**src/rtl/imem_boot_loader.sv**
```systemverilog
// Byte-stream boot loader: builds 32-bit little-endian words, writes them into
// instruction memory and holds the core in reset until the image is complete.
// Optional trailing XOR checksum byte is enabled with `define BOOT_CHECKSUM_EN.
module imem_boot_loader #(
    parameter int ADDR_W    = 8,
    parameter int BASE_ADDR = 0
) (
    input  logic              clk,
    input  logic              reset,
    input  logic              restart,
    input  logic              in_valid,
    input  logic [7:0]        in_data,
    output logic              in_ready,
    output logic              imem_we,
    output logic [ADDR_W-1:0] imem_addr,
    output logic [31:0]       imem_wdata,
    output logic              core_reset_n,
    output logic              done,
    output logic              error
);

    typedef enum logic [2:0] {
        S_LEN_LO = 3'd0,
        S_LEN_HI = 3'd1,
        S_DATA   = 3'd2,
        S_CHK    = 3'd3,
        S_DONE   = 3'd4,
        S_ERR    = 3'd5
    } state_t;

    localparam logic [ADDR_W-1:0] BASE     = ADDR_W'(BASE_ADDR);
    localparam logic [31:0]       CAPACITY = 32'd1 << ADDR_W;

    state_t              r_state;
    logic [15:0]         r_len;
    logic [15:0]         r_word_cnt;
    logic [1:0]          r_byte_cnt;
    logic [23:0]         r_shift;
    logic [ADDR_W-1:0]   r_wr_addr;
    logic                r_in_ready;
    logic                r_we;
    logic [ADDR_W-1:0]   r_addr;
    logic [31:0]         r_wdata;
    logic                r_core_rst_n;
    logic                r_done;
    logic                r_error;
`ifdef BOOT_CHECKSUM_EN
    logic [7:0]          r_chk;
`endif

    logic                w_accept;
    logic [15:0]         w_len_full;
    logic                w_last_word;

    assign w_accept    = in_valid & r_in_ready;
    assign w_len_full  = {in_data, r_len[7:0]};
    assign w_last_word = (r_word_cnt == (r_len - 16'd1));

    // Loader FSM with all outputs registered; restart outranks any byte accept.
    always_ff @(posedge clk or negedge reset) begin
        if (!reset) begin
            r_state      <= S_LEN_LO;
            r_len        <= 16'd0;
            r_word_cnt   <= 16'd0;
            r_byte_cnt   <= 2'd0;
            r_shift      <= 24'd0;
            r_wr_addr    <= BASE;
            r_in_ready   <= 1'b0;
            r_we         <= 1'b0;
            r_addr       <= BASE;
            r_wdata      <= 32'd0;
            r_core_rst_n <= 1'b0;
            r_done       <= 1'b0;
            r_error      <= 1'b0;
`ifdef BOOT_CHECKSUM_EN
            r_chk        <= 8'd0;
`endif
        end else if (restart) begin
            r_state      <= S_LEN_LO;
            r_len        <= 16'd0;
            r_word_cnt   <= 16'd0;
            r_byte_cnt   <= 2'd0;
            r_shift      <= 24'd0;
            r_wr_addr    <= BASE;
            r_in_ready   <= 1'b1;
            r_we         <= 1'b0;
            r_addr       <= BASE;
            r_core_rst_n <= 1'b0;
            r_done       <= 1'b0;
            r_error      <= 1'b0;
`ifdef BOOT_CHECKSUM_EN
            r_chk        <= 8'd0;
`endif
        end else begin
            r_we         <= 1'b0;
            r_done       <= (r_state == S_DONE);
            r_core_rst_n <= (r_state == S_DONE);
            case (r_state)
                S_LEN_LO: begin
                    r_in_ready <= 1'b1;
                    if (w_accept) begin
                        r_len[7:0] <= in_data;
                        r_state    <= S_LEN_HI;
                    end
                end
                S_LEN_HI: begin
                    r_in_ready <= 1'b1;
                    if (w_accept) begin
                        r_len[15:8] <= in_data;
                        if (w_len_full == 16'd0) begin
`ifdef BOOT_CHECKSUM_EN
                            r_state    <= S_CHK;
`else
                            r_state    <= S_DONE;
                            r_in_ready <= 1'b0;
`endif
                        end else if ({16'd0, w_len_full} > CAPACITY) begin
                            r_state    <= S_ERR;
                            r_in_ready <= 1'b0;
                            r_error    <= 1'b1;
                        end else begin
                            r_state <= S_DATA;
                        end
                    end
                end
                S_DATA: begin
                    r_in_ready <= 1'b1;
                    if (w_accept) begin
`ifdef BOOT_CHECKSUM_EN
                        r_chk <= r_chk ^ in_data;
`endif
                        if (r_byte_cnt == 2'd3) begin
                            // Fourth byte completes the word; strobe goes out next cycle.
                            r_we       <= 1'b1;
                            r_wdata    <= {in_data, r_shift};
                            r_addr     <= r_wr_addr;
                            r_wr_addr  <= r_wr_addr + {{(ADDR_W-1){1'b0}}, 1'b1};
                            r_word_cnt <= r_word_cnt + 16'd1;
                            r_byte_cnt <= 2'd0;
                            if (w_last_word) begin
`ifdef BOOT_CHECKSUM_EN
                                r_state    <= S_CHK;
`else
                                r_state    <= S_DONE;
                                r_in_ready <= 1'b0;
`endif
                            end
                        end else begin
                            r_shift    <= {in_data, r_shift[23:8]};
                            r_byte_cnt <= r_byte_cnt + 2'd1;
                        end
                    end
                end
`ifdef BOOT_CHECKSUM_EN
                S_CHK: begin
                    r_in_ready <= 1'b1;
                    if (w_accept) begin
                        r_in_ready <= 1'b0;
                        if (in_data == r_chk) begin
                            r_state <= S_DONE;
                        end else begin
                            r_state <= S_ERR;
                            r_error <= 1'b1;
                        end
                    end
                end
`endif
                S_DONE: begin
                    r_in_ready <= 1'b0;
                end
                S_ERR: begin
                    r_in_ready <= 1'b0;
                    r_error    <= 1'b1;
                end
                default: begin
                    r_state    <= S_ERR;
                    r_in_ready <= 1'b0;
                    r_error    <= 1'b1;
                end
            endcase
        end
    end

    assign in_ready     = r_in_ready;
    assign imem_we      = r_we;
    assign imem_addr    = r_addr;
    assign imem_wdata   = r_wdata;
    assign core_reset_n = r_core_rst_n;
    assign done         = r_done;
    assign error        = r_error;

endmodule
```
**config.mk**
```make
export PLATFORM = sky130hd
export DESIGN_NAME = imem_boot_loader
export DESIGN_NICKNAME = d
export VERILOG_FILES = /design/src/rtl/imem_boot_loader.sv
export SDC_FILE = /design/constraint.sdc
export NUM_CORES = 1
export LEC_CHECK = 0
export CAP_MARGIN = 25
export CORE_ASPECT_RATIO = 0.9
export CORE_MARGIN = 1.5
export CORE_UTILIZATION = 40
export DETAILED_ROUTE_END_ITERATION = 16
export PLACE_DENSITY = 0.66
export SKIP_LAST_GASP = 1
export SLEW_MARGIN = 25
export SYNTH_ARGS = -nofsm -noshare
export SYNTH_HDL_FRONTEND = slang
export SYNTH_SLANG_ARGS = --single-unit
```
**constraint.sdc**
```tcl
create_clock -name clk -period 3.15 [get_ports clk]
set_input_delay 0.63 -clock clk [delete_from_list [all_inputs] [get_ports clk]]
set_output_delay 0.63 -clock clk [all_outputs]
set_load 0.01 [all_outputs]
```
==> impl_metrics.yaml <==
status:
  status: "complete, no violations"
job:
  maxCapViolations: 0
sta:
  max_freq_ghz: 0.345
  tns_ns: 0
  hold_viol: 0
  period_needed_ns: 2.90
  skew_ns: 0.00751
  finalMaxSlewViolations: 0
  whs_ns: 0.239
  tightestPinTransition_ns: 0.650
  setup_viol_count_final: 0
  relSlewSlack_pct: 56.7
  grt_setup_unrepaired: "false"
  finalCritPeriodShare_pct: 92.1
synthesis:
  synthAdderAreaFrac_pct: 1.20
  postSynthAreaPerCell_sq_um: 10.8
  synthesis.area_sq_um: 5230
  synth-xor-area-share_pct: 5.86
  synth.yosys.warnings: 0
  ys.flop_type: "dfrtp_1"
  synthCells: 485
  yosysUniqueCellTypes: 48
  async_reset_ff_share_pct: 100
  syn_nets: 502
  synth_top_family_by_area: "simple AND/OR/NAND/NOR gates"
  synth.area.mux_share_pct: 9.76
  synth-edff-count: 0
  seq_area_frac_synth_pct: 54.1
  yosys.area_share.simple_pct: 16.6
  synth_seq_cells: 113
  synth_compound_area_share_pct: 9.86
final_layout:
  layout_common_cells: "dfrtp_1 (113), nor2_1 (54), clkdlybuf4s50_1 (54)"
  multi_input_comb_area_sq_um: 2290
  fin_nets: 562
  area_growth_pct: 27.2
  layout-drive-gt1-share_pct: 15.6
  ff_latch_area_sq_um: 2830
  final_common_cell: "dfrtp_1"
  n_fill_cell: 1091
  antenna_cells: 0
global_routing:
  grt_max_degree: 65
  grt_pass1_wl_microns: 19300
  grt.overflow.total: 0
  grt.total_usage_pct: 18.1
  antenna_found_initial: 0
  first_global_vias: 3706
clock_tree:
  root_buffer: "clkbuf_16"
  postCtsSetupBuffers: 0
  cts_max_path_buffers: 2
  cts.sinks: 113
  cts-htree-levels: 4
  cts_resized: 0
  cts_made_buffers: 17
  cts.clk_slew.worst_paths_ns: 0.05
  cts_tree: "yes"
  cts_hold_buf: 0
  insertion_delay_ns: 0.41
die:
  die_y_microns: 111
  dieArea_sq_um: 13800
  fp.dieW_microns: 124
  core-area_sq_um: 12700
  row_count: 39
  io_pins: 57
  start_util_pct: 41.1
power_and_ir_drop:
  total_leakage_power_nw: 2.98
  p_per_area_nw_per_um2: 593
  vdd_drop_max_mv: 0.373
hold_path:
  hp-class: "input pin to async pin"
detailed_routing:
  dr.pass1.iters: 5
  antenna_left: 0
  routed_via_density: 5.35
  vias: 3859
  drc_errors: 0
  drt-initial-drc-count: 354
  wl_per_cell_microns: 16.0
  wirelength_microns: 11500
critical_path:
  required_ns: 3.42
  ff2ff_path_depth: 8
  cp-end-kind: "flop"
  worstPathArrival_ns: 3.17
  r2r-start: "r_len[0]$_DFFE_PN0P_"
  r2r_end: "in_ready$_DFF_PN0_"
  critPathKind: "flop to flop"
  worst_setup_path_start_kind: "flop"
  crit_path_max_fanout: 8
  r2r_slack_ns: 0.25
placement:
  port_buffers: 56
  hpwl_microns: 7910
  gp_congestion: 0.931
-- final cells by class --
| cell class | instances | share of cell area, % |
|---|---|---|
| clock inverter | 9 | 2.67 |
| inverter | 7 | 0.395 |
| multi-input combinational | 340 | 34.4 |
| timing repair buffer | 66 | 9.82 |
| clock buffer | 22 | 7.13 |
| sequential | 113 | 42.5 |
| tap | 164 | 3.09 |
-- worst max path at each step --
stage	cells past startpoint	slack [ns]	startpoint	to
floorplan	9	0.48	r_len[0]$_DFFE_PN0P_	in_ready$_DFF_PN0_
global placement	8	0.33	r_len[0]$_DFFE_PN0P_	in_ready$_DFF_PN0_
detailed placement	8	0.20	r_len[0]$_DFFE_PN0P_	in_ready$_DFF_PN0_
CTS	8	0.19	r_len[0]$_DFFE_PN0P_	in_ready$_DFF_PN0_
global route	8	0.03	r_len[0]$_DFFE_PN0P_	in_ready$_DFF_PN0_
finish	8	0.25	r_len[0]$_DFFE_PN0P_	in_ready$_DFF_PN0_
-- stage by stage --
step                      std cells  utilization (%)  area (sq um)  worst slack [ns]  total power [mW]
after CTS                       721             52.1          6640             0.194              3.98
final                           721             52.2          6650             0.249              3.95
after floorplan                 485                -          5230             0.481              1.75
after detailed placement        690             47.0          5990             0.201              1.85
after global placement          690             47.0          5990             0.328              1.85
after global routing            721             52.2          6650            0.0346              4.10
-- sequential cells by signal (all words and copies together) (netlist names) --
register	count
done	1
error	1
imem_addr	8
imem_wdata	32
imem_we	1
in_ready	1
r_byte_cnt	2
r_len	16
r_shift	24
r_state	3
r_word_cnt	16
r_wr_addr	8
-- layer usage --
metal	GRT usage, %	routed length [microns]
met1	27.2	5730
met2	25.1	5140
met3	4.20	487
met4	7.13	171
met5	0	0
-- kinds of logic after synthesis --
group / after synthesis
XOR/XNOR: 35
buffers and inverters: 32
adder cells (fa/ha/maj): 5
flip-flops: 113
AO/OA/AOI/OAI: 78
multiplexers: 47
AND/OR/NAND/NOR: 175
-- Yosys cell counts, types with 3 or more instances --
cell | number | area [sq um]
dfrtp_1 | 113 | 2830
nor2_1 | 56 | 210
nand2_1 | 42 | 158
mux2_2 | 32 | 360
a21oi_1 | 24 | 120
a22o_1 | 21 | 184
clkbuf_1 | 19 | 71.3
xnor2_1 | 19 | 166
nor3_1 | 17 | 85.1
o21ai_0 | 17 | 85.1
xor2_1 | 16 | 140
mux2i_1 | 15 | 150
nand3_1 | 13 | 65.1
or3_1 | 8 | 50.1
inv_1 | 7 | 26.3
ha_1 | 5 | 62.6
nand4_1 | 5 | 31.3
and2_1 | 4 | 25.0
and3_1 | 4 | 25.0
nor4_1 | 4 | 25.0
or4_1 | 4 | 30.0
a31oi_1 | 3 | 18.8
o2111ai_1 | 3 | 26.3
or2_2 | 3 | 18.8
-- worst max-delay path: stages, from the launching register on --
cell and delay (ns):
dfrtp_1 0.43, inv_1 0.11, ha_1 0.22, or4b_4 0.55
or4_1 0.52, a211oi_1 0.30, o2111ai_1 0.17, nor4_2 0.32
o21ai_0 0.12
-- power breakdown --
group / internal [mW] / switching, mW
Clock: 1.46 / 0.647
Combinational: 0.137 / 0.192
Sequential: 1.48 / 0.0327
Total: 3.07 / 0.872
(Power assumes the default switching activity.)
